`src/rtl/dmem_ctrl_if.sv`:
```
`default_nettype none
// ---------------------------------------------------------------------------
// dmem_ctrl_if : MEM-stage pipeline and data-memory bus bundle for dmem_ctrl
// Rev 1.0
// ---------------------------------------------------------------------------
interface dmem_ctrl_if;
  logic        op_valid;
  logic        mem_read;
  logic        mem_write;
  logic [31:0] addr;
  logic [31:0] wdata;
  logic        mem_ack;
  logic [31:0] mem_rdata;
  logic        mem_req;
  logic        mem_we;
  logic [31:0] mem_addr;
  logic [31:0] mem_wdata;
  logic        stall;
  logic [31:0] read_data;
  logic        bus_err;
  logic [7:0]  last_latency;

  modport slave (
    input  op_valid, mem_read, mem_write, addr, wdata, mem_ack, mem_rdata,
    output mem_req, mem_we, mem_addr, mem_wdata, stall, read_data, bus_err,
           last_latency
  );

  modport master (
    output op_valid, mem_read, mem_write, addr, wdata, mem_ack, mem_rdata,
    input  mem_req, mem_we, mem_addr, mem_wdata, stall, read_data, bus_err,
           last_latency
  );
endinterface
`default_nettype wire

```
`src/rtl/dmem_ctrl.sv`:
```
`default_nettype none
// ---------------------------------------------------------------------------
// dmem_ctrl : MEM-stage req/ack data-memory controller with timeout
// Rev 1.0
// ---------------------------------------------------------------------------
module dmem_ctrl #(
  parameter int TIMEOUT = 16
) (
  input  wire logic   clk,
  input  wire logic   reset,
  dmem_ctrl_if.slave  bus
);

  typedef enum logic [1:0] {
    IDLE = 2'd0,
    BUSY = 2'd1,
    DONE = 2'd2
  } state_t;

  localparam logic [7:0] C_TIMEOUT = 8'(TIMEOUT);

  state_t      state_q;
  logic        mem_req_q;
  logic        mem_we_q;
  logic        mem_read_q;
  logic [31:0] mem_addr_q;
  logic [31:0] mem_wdata_q;
  logic [31:0] read_data_q;
  logic        bus_err_q;
  logic [7:0]  last_latency_q;
  logic [7:0]  wait_cnt_q;
  logic        w_access;

  assign w_access = bus.op_valid & (bus.mem_read | bus.mem_write);

  assign bus.stall        = ((state_q == IDLE) & w_access) | (state_q == BUSY);
  assign bus.mem_req      = mem_req_q;
  assign bus.mem_we       = mem_we_q;
  assign bus.mem_addr     = mem_addr_q;
  assign bus.mem_wdata    = mem_wdata_q;
  assign bus.read_data    = read_data_q;
  assign bus.bus_err      = bus_err_q;
  assign bus.last_latency = last_latency_q;

  // wait_cnt_q holds the index of the current BUSY cycle (1 in the first one)
  always_ff @(posedge clk or posedge reset) begin
    if (reset) begin
      state_q        <= IDLE;
      mem_req_q      <= 1'b0;
      mem_we_q       <= 1'b0;
      mem_read_q     <= 1'b0;
      mem_addr_q     <= 32'd0;
      mem_wdata_q    <= 32'd0;
      read_data_q    <= 32'd0;
      bus_err_q      <= 1'b0;
      last_latency_q <= 8'd0;
      wait_cnt_q     <= 8'd0;
    end else begin
      case (state_q)
        IDLE: begin
          if (w_access) begin
            mem_addr_q  <= bus.addr;
            mem_wdata_q <= bus.wdata;
            mem_we_q    <= bus.mem_write;
            mem_read_q  <= bus.mem_read;
            mem_req_q   <= 1'b1;
            wait_cnt_q  <= 8'd1;
            state_q     <= BUSY;
          end
        end
        BUSY: begin
          if (bus.mem_ack) begin
            if (mem_read_q) begin
              read_data_q <= bus.mem_rdata;
            end
            mem_req_q      <= 1'b0;
            last_latency_q <= wait_cnt_q;
            state_q        <= DONE;
          end else if (wait_cnt_q == C_TIMEOUT) begin
            if (mem_read_q) begin
              read_data_q <= 32'd0;
            end
            mem_req_q      <= 1'b0;
            bus_err_q      <= 1'b1;
            last_latency_q <= C_TIMEOUT;
            state_q        <= DONE;
          end else begin
            wait_cnt_q <= wait_cnt_q + 8'd1;
          end
        end
        DONE: begin
          state_q <= IDLE;
        end
        default: begin
          state_q   <= IDLE;
          mem_req_q <= 1'b0;
        end
      endcase
    end
  end

endmodule
`default_nettype wire

```
`src/flat_wrapper.sv`:
```
// flat-port wrapper written by rule: the top's interface ports become plain ports
module dmem_ctrl_flat 
#(
  parameter int TIMEOUT = 16
)
  (clk, reset, bus_op_valid, bus_mem_read, bus_mem_write, bus_addr, bus_wdata, bus_mem_ack, bus_mem_rdata, bus_mem_req, bus_mem_we, bus_mem_addr, bus_mem_wdata, bus_stall, bus_read_data, bus_bus_err, bus_last_latency);
  dmem_ctrl_if bus_i ();
  input  wire logic clk;
  input  wire logic reset;
  input wire logic [$bits(bus_i.op_valid)-1:0] bus_op_valid;
  input wire logic [$bits(bus_i.mem_read)-1:0] bus_mem_read;
  input wire logic [$bits(bus_i.mem_write)-1:0] bus_mem_write;
  input wire logic [$bits(bus_i.addr)-1:0] bus_addr;
  input wire logic [$bits(bus_i.wdata)-1:0] bus_wdata;
  input wire logic [$bits(bus_i.mem_ack)-1:0] bus_mem_ack;
  input wire logic [$bits(bus_i.mem_rdata)-1:0] bus_mem_rdata;
  output wire logic [$bits(bus_i.mem_req)-1:0] bus_mem_req;
  output wire logic [$bits(bus_i.mem_we)-1:0] bus_mem_we;
  output wire logic [$bits(bus_i.mem_addr)-1:0] bus_mem_addr;
  output wire logic [$bits(bus_i.mem_wdata)-1:0] bus_mem_wdata;
  output wire logic [$bits(bus_i.stall)-1:0] bus_stall;
  output wire logic [$bits(bus_i.read_data)-1:0] bus_read_data;
  output wire logic [$bits(bus_i.bus_err)-1:0] bus_bus_err;
  output wire logic [$bits(bus_i.last_latency)-1:0] bus_last_latency;
  assign bus_i.op_valid = bus_op_valid;
  assign bus_i.mem_read = bus_mem_read;
  assign bus_i.mem_write = bus_mem_write;
  assign bus_i.addr = bus_addr;
  assign bus_i.wdata = bus_wdata;
  assign bus_i.mem_ack = bus_mem_ack;
  assign bus_i.mem_rdata = bus_mem_rdata;
  assign bus_mem_req = bus_i.mem_req;
  assign bus_mem_we = bus_i.mem_we;
  assign bus_mem_addr = bus_i.mem_addr;
  assign bus_mem_wdata = bus_i.mem_wdata;
  assign bus_stall = bus_i.stall;
  assign bus_read_data = bus_i.read_data;
  assign bus_bus_err = bus_i.bus_err;
  assign bus_last_latency = bus_i.last_latency;
  dmem_ctrl #(.TIMEOUT(TIMEOUT)) u_core (.clk(clk), .reset(reset), .bus(bus_i));
endmodule
```
`config.mk`:
```
export PLATFORM = sky130hd
export DESIGN_NAME = dmem_ctrl_flat
export DESIGN_NICKNAME = d
export VERILOG_FILES = /design/src/rtl/dmem_ctrl_if.sv /design/src/rtl/dmem_ctrl.sv /design/src/flat_wrapper.sv
export SDC_FILE = /design/constraint.sdc
export NUM_CORES = 1
export LEC_CHECK = 0
export CORE_ASPECT_RATIO = 0.6
export CORE_MARGIN = 4
export CORE_UTILIZATION = 45
export CTS_CLUSTER_DIAMETER = 30
export DETAILED_ROUTE_END_ITERATION = 16
export PLACE_DENSITY = 0.86
export SLEW_MARGIN = 0
export SYNTH_ARGS = -nofsm -noshare
export SYNTH_HDL_FRONTEND = slang
export SYNTH_SLANG_ARGS = --single-unit
```
`constraint.sdc`:
```
create_clock -name clk -period 8.9 [get_ports clk]
set_clock_uncertainty 0.2 [all_clocks]
set_input_delay 0.89 -clock clk [delete_from_list [all_inputs] [get_ports clk]]
set_output_delay 0.89 -clock clk [all_outputs]
set_load 0.05 [all_outputs]
```
==> results of run 1 <==
layout by cell type, fill, tap and decap left out, types with 3 or more instances in the layout:
| master | instances |
|---|---|
| a21oi_1 | 8 |
| a22o_1 | 39 |
| a31oi_1 | 4 |
| bufinv_16 | 5 |
| clkbuf_16 | 17 |
| clkdlybuf4s50_1 | 209 |
| clkinv_2 | 4 |
| dfrtp_1 | 118 |
| inv_1 | 5 |
| nand2_1 | 201 |
| nor2_1 | 7 |
| o21ai_0 | 3 |
Yosys cell counts (2+ instances only):
master	n	area (sq um)
a21o_1	2	15.0
a21oi_1	8	40.0
a22o_1	39	342
a31oi_1	4	25.0
and3_1	2	12.5
buf_2	13	65.1
buf_6	3	33.8
clkbuf_1	6	22.5
dfrtp_1	118	2950
ha_1	2	25.0
inv_1	6	22.5
nand2_1	201	754
nand3_1	2	10.0
nor2_1	7	26.3
o21ai_0	3	15.0
or3_1	2	12.5
state kept, by name, indices dropped and copies added (netlist names):
register / flops
u_core.mem_read_q: 1
u_core.bus.mem_addr: 32
u_core.bus.read_data: 32
u_core.bus.mem_we: 1
u_core.bus.mem_req: 1
u_core.bus.last_latency: 8
u_core.bus.mem_wdata: 32
u_core.state_q: 2
u_core.bus.bus_err: 1
u_core.wait_cnt_q: 8
final cells by class:
| type | instances | area [sq um] | area share |
|---|---|---|---|
| sequential | 118 | 2950 | 0.399 |
| multi-input combinational | 291 | 1500 | 0.203 |
| timing repair buffer | 211 | 2110 | 0.285 |
| clock inverter | 10 | 178 | 0.0240 |
| tap | 135 | 169 | 0.0229 |
| inverter | 7 | 28.8 | 0.00389 |
| clock buffer | 20 | 457 | 0.0618 |
final timing paths:
check / depth (start not counted) / end / slack (ns) / startpoint
setup / recovery: 4 / bus_stall / 5.30 / bus_mem_write
max in group asynchronous: 3 / u_core.bus.mem_wdata[26]$_DFFE_PP0P_ / 6.47 / reset
setup reg to reg: 4 / u_core.bus.read_data[10]$_DFFE_PP0P_ / 6.39 / u_core.state_q[0]$_DFFE_PP0P_
min in group asynchronous: 2 / u_core.bus.read_data[2]$_DFFE_PP0P_ / 0.70 / reset
hold / removal: 1 / u_core.bus.bus_err$_DFFE_PP0P_ / 0.26 / u_core.bus.bus_err$_DFFE_PP0P_
hold reg to reg: 1 / u_core.bus.bus_err$_DFFE_PP0P_ / 0.26 / u_core.bus.bus_err$_DFFE_PP0P_
report_power, final:
group | internal [mW] | total, mW | switching [mW]
registers | 0.744 | 0.876 | 0.132
logic | 0.493 | 1.48 | 0.987
clock network | 0.506 | 0.733 | 0.227
per-layer routing:
metal	vias up	GRT usage
met5	-	0
met4	0	0.0996
met1	1920	0.275
met2	188	0.394
met3	21	0.0810
li1	1865	-
cell families after synthesis:
group,count (synthesis),share of synthesized area
multiplexers,1,0.00218
buffers and inverters,30,0.0337
flip-flops,118,0.642
AND/OR/NAND/NOR,224,0.199
AO/OA/AOI/OAI,64,0.118
adder cells (fa/ha/maj),2,0.00544
through the flow:
stage | util | setup WS (ns) | cell area [sq um]
3_3_place_gp | 0.682 | 5.28 | 6760
5_1_grt | 0.746 | 5.25 | 7390
2_1_floorplan | - | 4.68 | 4600
3_5_place_dp | 0.682 | 5.29 | 6760
6_report | 0.746 | 5.30 | 7390
4_1_cts | 0.746 | 5.29 | 7390
==> key figures, run 1 <==
Run status
  – Status: complete, no violations

Worst setup path
  – Worst EP required: 7.81 ns
  – Worst setup EP type: output port
  – Crit path DAT: 2.51 ns
  – Critical path class: in2out
  – Crit-path max cell delay: 0.82 ns
  – Cell mode on critical path: clkdlybuf4s50_1
  – Cell chain of the critical path: clkdlybuf4s50_1 -> o21ai_1 -> a21oi_1 -> clkdlybuf4s50_1
  – Slowest-stage cell, CP: clkdlybuf4s50_1
  – Crit start category: primary input
  – WP buf/inv: 2
  – Crit-path max FO: 3
  – CP delay by family, top: buffers and inverters

GRT
  – Vias in the first global route: 4261
  – Largest net degree at the start of global routing: 72
  – Total track usage: 0.233
  – First-pass GRT wire length: 21900 um
  – Global route overflow: 0
  – Initial antenna violation count: 0

Yosys
  – Syn Area/Cell: 10.5 sq um
  – Cells after synthesis: 439
  – Syn nets: 543
  – Synth cell types: 37
  – Ys flop type: dfrtp_1
  – FFs w/ async S/R, synth: 1.00
  – Yosys reg bits: 118
  – Post-synthesis sequential area ratio: 0.642
  – Mapped Area: 4600 sq um
  – Post-synth EDFFs: 0
  – Yosys warns: 0

Power and ir drop
  – P per Cell Area: 418 nW/um^2
  – Worst IR Drop VDD: 256 uV
  – Leak pwr: 3.51 nW
  – Post-route total power: 3.09 mW

CTS
  – Hold_buf cts: 0
  – H-tree lvl count: 4
  – Clock Pin Slew Worst Setup and Hold Paths: 0.05 ns
  – Clock latency on the worst-skew pair: 0.40 ns
  – CTS tree: yes
  – Post-cts resize count: 0
  – Post-CTS Setup Inserts: 0
  – Num CTS Buffers: 17
  – Clock buffer depth: 2
  – Clock root cell: clkbuf_16
  – Total clock sinks: 118

Placed design
  – Gp weighted congestion: 0.874
  – # port buffers: 209
  – Post-Place Cells: 762
  – Post-DP HPWL: 9400 um

STA
  – Tmin final: 3.60 ns
  – FMAX: 0.278 GHz
  – RSZ-0062 raised after global routing: no
  – Count of final max-slew check failures: 0
  – Final hold violations: 0
  – Final Cycle Share: 0.404
  – Setup TNS: 0 ns
  – Final Setup Violations: 0
  – Actual slew at the worst max-slew pin: 1.28 ns
  – Slew HR: 0.149
  – Worst hold margin: 0.261 ns

Finish
  – FILL cells: 699
  – Share of cells above drive strength 1: 0.0685
  – Layout overhead on the synthesized area: 60.6%
  – ANT cells: 0
  – Fin cells: 792
  – Fin nets: 750

Die
  – DIE HEIGHT: 86.3 um
  – Boundary pin count: 210
  – Initial Util: 0.464
  – Core Footprint: 9910 sq um
  – Cell row count: 28
  – Die area: 12000 sq um
  – Die width: 139 um

Route
  – Routed WL: 13500 um
  – DRC viols: 0
  – Drt first pass iters: 4
  – Metal3 WL: 1200 um
  – Initial DRC count: 171
  – Routed wl met2: 6550 um
  – Avg WL per Cell: 17.1 um
  – Antenna viol nets, final: 0
  – Top routing layer used: met4
  – DR vias: 3994
  – Vias per inst: 5.04
  – Metal-1 WL: 5520 um

Run
  – Maxcap violations: 0

Worst hold path
  – Min-delay worst type: reg2reg
Note: power is estimated with default switching activity, not from simulation.
==> run 2: changes to the inputs <==
--- a/config.mk
+++ b/config.mk
@@ -7,10 +7,10 @@
 export LEC_CHECK = 0
 export CORE_ASPECT_RATIO = 0.6
 export CORE_MARGIN = 4
-export CORE_UTILIZATION = 45
+export CORE_UTILIZATION = 41
 export CTS_CLUSTER_DIAMETER = 30
 export DETAILED_ROUTE_END_ITERATION = 16
-export PLACE_DENSITY = 0.86
+export PLACE_DENSITY = 0.79
 export SLEW_MARGIN = 0
 export SYNTH_ARGS = -nofsm -noshare
 export SYNTH_HDL_FRONTEND = slang
==> constraint.sdc (replaced) <==
create_clock -name clk -period 3.67 [get_ports clk]
set_clock_uncertainty 0.2 [all_clocks]
set_input_delay 0.367 -clock clk [delete_from_list [all_inputs] [get_ports clk]]
set_output_delay 0.367 -clock clk [all_outputs]
set_load 0.05 [all_outputs]
==> run 2 against run 1 <==
Against the previous run:
- combinational power is 140% higher
- total power is 140% higher
- sequential cell count stayed put
- worst hold slack better by 0.0032 ns
- first-iteration DRC count is 11% higher
- via count is 2.4% lower
- design area is 0.74% higher
- largest cell class unchanged
- highest routed layer unchanged
==> key figures, run 2 (synthesis gave the netlist of run 1 again) <==
CTS
  – Total clock sinks: 118 (unchanged)
  – Post-cts resize count: 0 (unchanged)
  – Clock buffer depth: 2 (unchanged)
  – Clock Pin Slew Worst Setup and Hold Paths: 0.06 ns (about the same)
  – H-tree lvl count: 4 (unchanged)
  – Num CTS Buffers: 17 (unchanged)
  – Clock latency on the worst-skew pair: 0.40 ns (about the same)
  – Hold_buf cts: 0 (unchanged)
  – Post-CTS Setup Inserts: 0 (unchanged)
  – CTS tree: yes
  – Clock root cell: clkbuf_16

Finish
  – Fin area: 7450 sq um (+0.74%)
  – Commonest non-fill, non-tap cell in the layout: clkdlybuf4s50_1
  – Register Area: 2950 sq um (unchanged)
  – ANT cells: 0 (unchanged)
  – Multi-input gate area: 1500 sq um (unchanged)
  – Fin cells: 800 (+1.0%)
  – Share of cells above drive strength 1: 0.0741 (+0.00564)
  – Fin nets: 752 (+0.27%)
  – Layout overhead on the synthesized area: 61.8%
  – FILL cells: 784 (+12%)
  – Commonest cells after routing, fill and taps aside: clkdlybuf4s50_1 (209), nand2_1 (201), dfrtp_1 (118)

Die
  – Die area: 13000 sq um (+9.0%)
  – Core Footprint: 10800 sq um (+8.7%)
  – Initial Util: 0.427 (-0.0371)
  – DIE HEIGHT: 90.1 um (+4.3%)
  – Boundary pin count: 210 (unchanged)
  – Cell row count: 29 (+3.6%)
  – Die width: 145 um (+4.5%)

Worst setup path
  – CP Depth: 3 (-1)
  – Crit-path max FO: 7 (+4)
  – CP delay by family, top: buffers and inverters
  – Worst R2R Path Depth: 6 (+2)
  – Crit start category: register
  – WP buf/inv: 2 (unchanged)
  – R2R Path Start: u_core.wait_cnt_q[0]$_DFFE_PP0P_
  – Worst setup EP type: output port
  – Crit-path max cell delay: 0.81 ns (about the same)
  – Slowest-stage cell, CP: clkdlybuf4s50_1
  – Crit path DAT: 1.98 ns (-0.53 ns)
  – R2R setup slack: 1.41 ns (-4.98 ns)
  – Cell chain of the critical path: inv_1 -> a21oi_1 -> clkdlybuf4s50_1
  – Critical path class: reg2out
  – Worst EP required: 3.10 ns (-4.71 ns)
  – Reg-to-Reg End: u_core.bus.read_data[10]$_DFFE_PP0P_

Run status
  – Status: complete, no violations

STA
  – Final Setup Violations: 0 (unchanged)
  – Final WS setup: 1.12 ns (-4.18 ns)
  – Worst hold margin: 0.264 ns (+0.00320 ns)
  – Count of final max-slew check failures: 0 (unchanged)
  – FMAX: 0.393 GHz
  – Slew HR: 0.421 (+0.272)
  – Tmin final: 2.55 ns
  – Setup TNS: 0 ns (unchanged)
  – Actual slew at the worst max-slew pin: 0.864 ns (-0.412 ns)
  – RSZ-0062 raised after global routing: no
  – Final Cycle Share: 0.694
  – Final hold violations: 0 (unchanged)

GRT
  – Total track usage: 0.211 (-0.0214)
  – Vias in the first global route: 4138 (-2.9%)
  – First-pass GRT wire length: 21600 um (-1.4%)
  – Global route overflow: 0 (unchanged)
  – Largest net degree at the start of global routing: 119 (+65%)
  – Initial antenna violation count: 0 (unchanged)

Route
  – Drt first pass iters: 4 (unchanged)
  – Initial DRC count: 189 (+11%)
  – Top routing layer used: met4
  – Vias per inst: 4.88 (-3.3%)
  – DR vias: 3900 (-2.4%)
  – Metal3 WL: 1620 um (+35%)
  – Avg WL per Cell: 16.9 um (-1.1%)
  – DRC viols: 0 (unchanged)
  – Routed WL: 13500 um (about the same)
  – Metal-1 WL: 5480 um (-0.71%)
  – Antenna viol nets, final: 0 (unchanged)
  – Routed wl met2: 6190 um (-5.5%)

Power and ir drop
  – P per Cell Area: 1010 nW/um^2 (+140%)
  – Worst IR Drop VDD: 500 uV (+95%)
  – Leak pwr: 3.53 nW (+0.54%)

Placed design
  – Pre-CTS setup slack: 1.15 ns (-4.15 ns)
  – Post-Place Cells: 768 (+0.79%)
  – Post-DP HPWL: 9450 um (+0.49%)
  – # port buffers: 209 (unchanged)
  – Cell Area, Placed: 6790 sq um (+0.50%)
  – Gp weighted congestion: 0.853 (-2.4%)

Worst hold path
  – Hold depth: 1 (unchanged)
  – Worst Hold End: u_core.bus.bus_err$_DFFE_PP0P_
  – Min-delay worst type: reg2reg
  – Hold Path Origin: u_core.bus.bus_err$_DFFE_PP0P_

Run
  – Maxcap violations: 0 (unchanged)
==> run 2: cell count changes in the layout (fill, tap and decap cells not counted), sizes merged <==
| cell | delta |
|---|---|
| clkinvlp | +1 |
| clkinv | +1 |
| buf | +2 |
==> run 2: layout make-up <==
| type | instances | area share |
|---|---|---|
| multi-input combinational | 291 | 0.201 |
| clock buffer | 20 | 0.0613 |
| inverter | 7 | 0.00403 |
| sequential | 118 | 0.397 |
| timing repair buffer | 213 | 0.287 |
| clock inverter | 12 | 0.0267 |
| tap | 139 | 0.0234 |
==> run 2: metal layers <==
metal | global-route usage | up-vias
met1 | 0.257 | 1845
met2 | 0.322 | 175
met3 | 0.104 | 16
met5 | 0 | -
met4 | 0.0815 | 0
li1 | - | 1864
==> run 2: power by group <==
group / internal (mW) / switching (mW)
clock network: 1.24 / 0.584
registers: 1.80 / 0.321
logic: 1.20 / 2.39
total: 4.24 / 3.29
==> run 2: how the worst max path moves through the flow <==
stage / start / slack, ns / to
after floorplan: reset / 1.66 / u_core.bus.bus_err$_DFFE_PP0P_
after global placement: bus_mem_write / 1.13 / bus_stall
after detailed placement: bus_mem_write / 1.15 / bus_stall
after CTS: u_core.state_q[0]$_DFFE_PP0P_ / 1.11 / bus_stall
after global routing: u_core.state_q[0]$_DFFE_PP0P_ / 1.02 / bus_stall
final: u_core.state_q[0]$_DFFE_PP0P_ / 1.12 / bus_stall
==> run 2: worst reg2reg max path, delay by kind of cell (launching register included) <==
kind | cells | cell delay, ns
adders and majority gates | 1 | 0.24
buffers and inverters | 1 | 0.10
and+or+nand+nor | 2 | 0.26
DFF | 1 | 0.42
AOI/OAI and AO/OA | 2 | 0.97
==> run 2: through the flow <==
stage / total power, mW / utilization
CTS: 7.61 / 0.691
floorplan: 4.40 / -
global route: 7.90 / 0.691
global placement: 5.67 / 0.630
detailed placement: 5.73 / 0.630
finish: 7.53 / 0.691
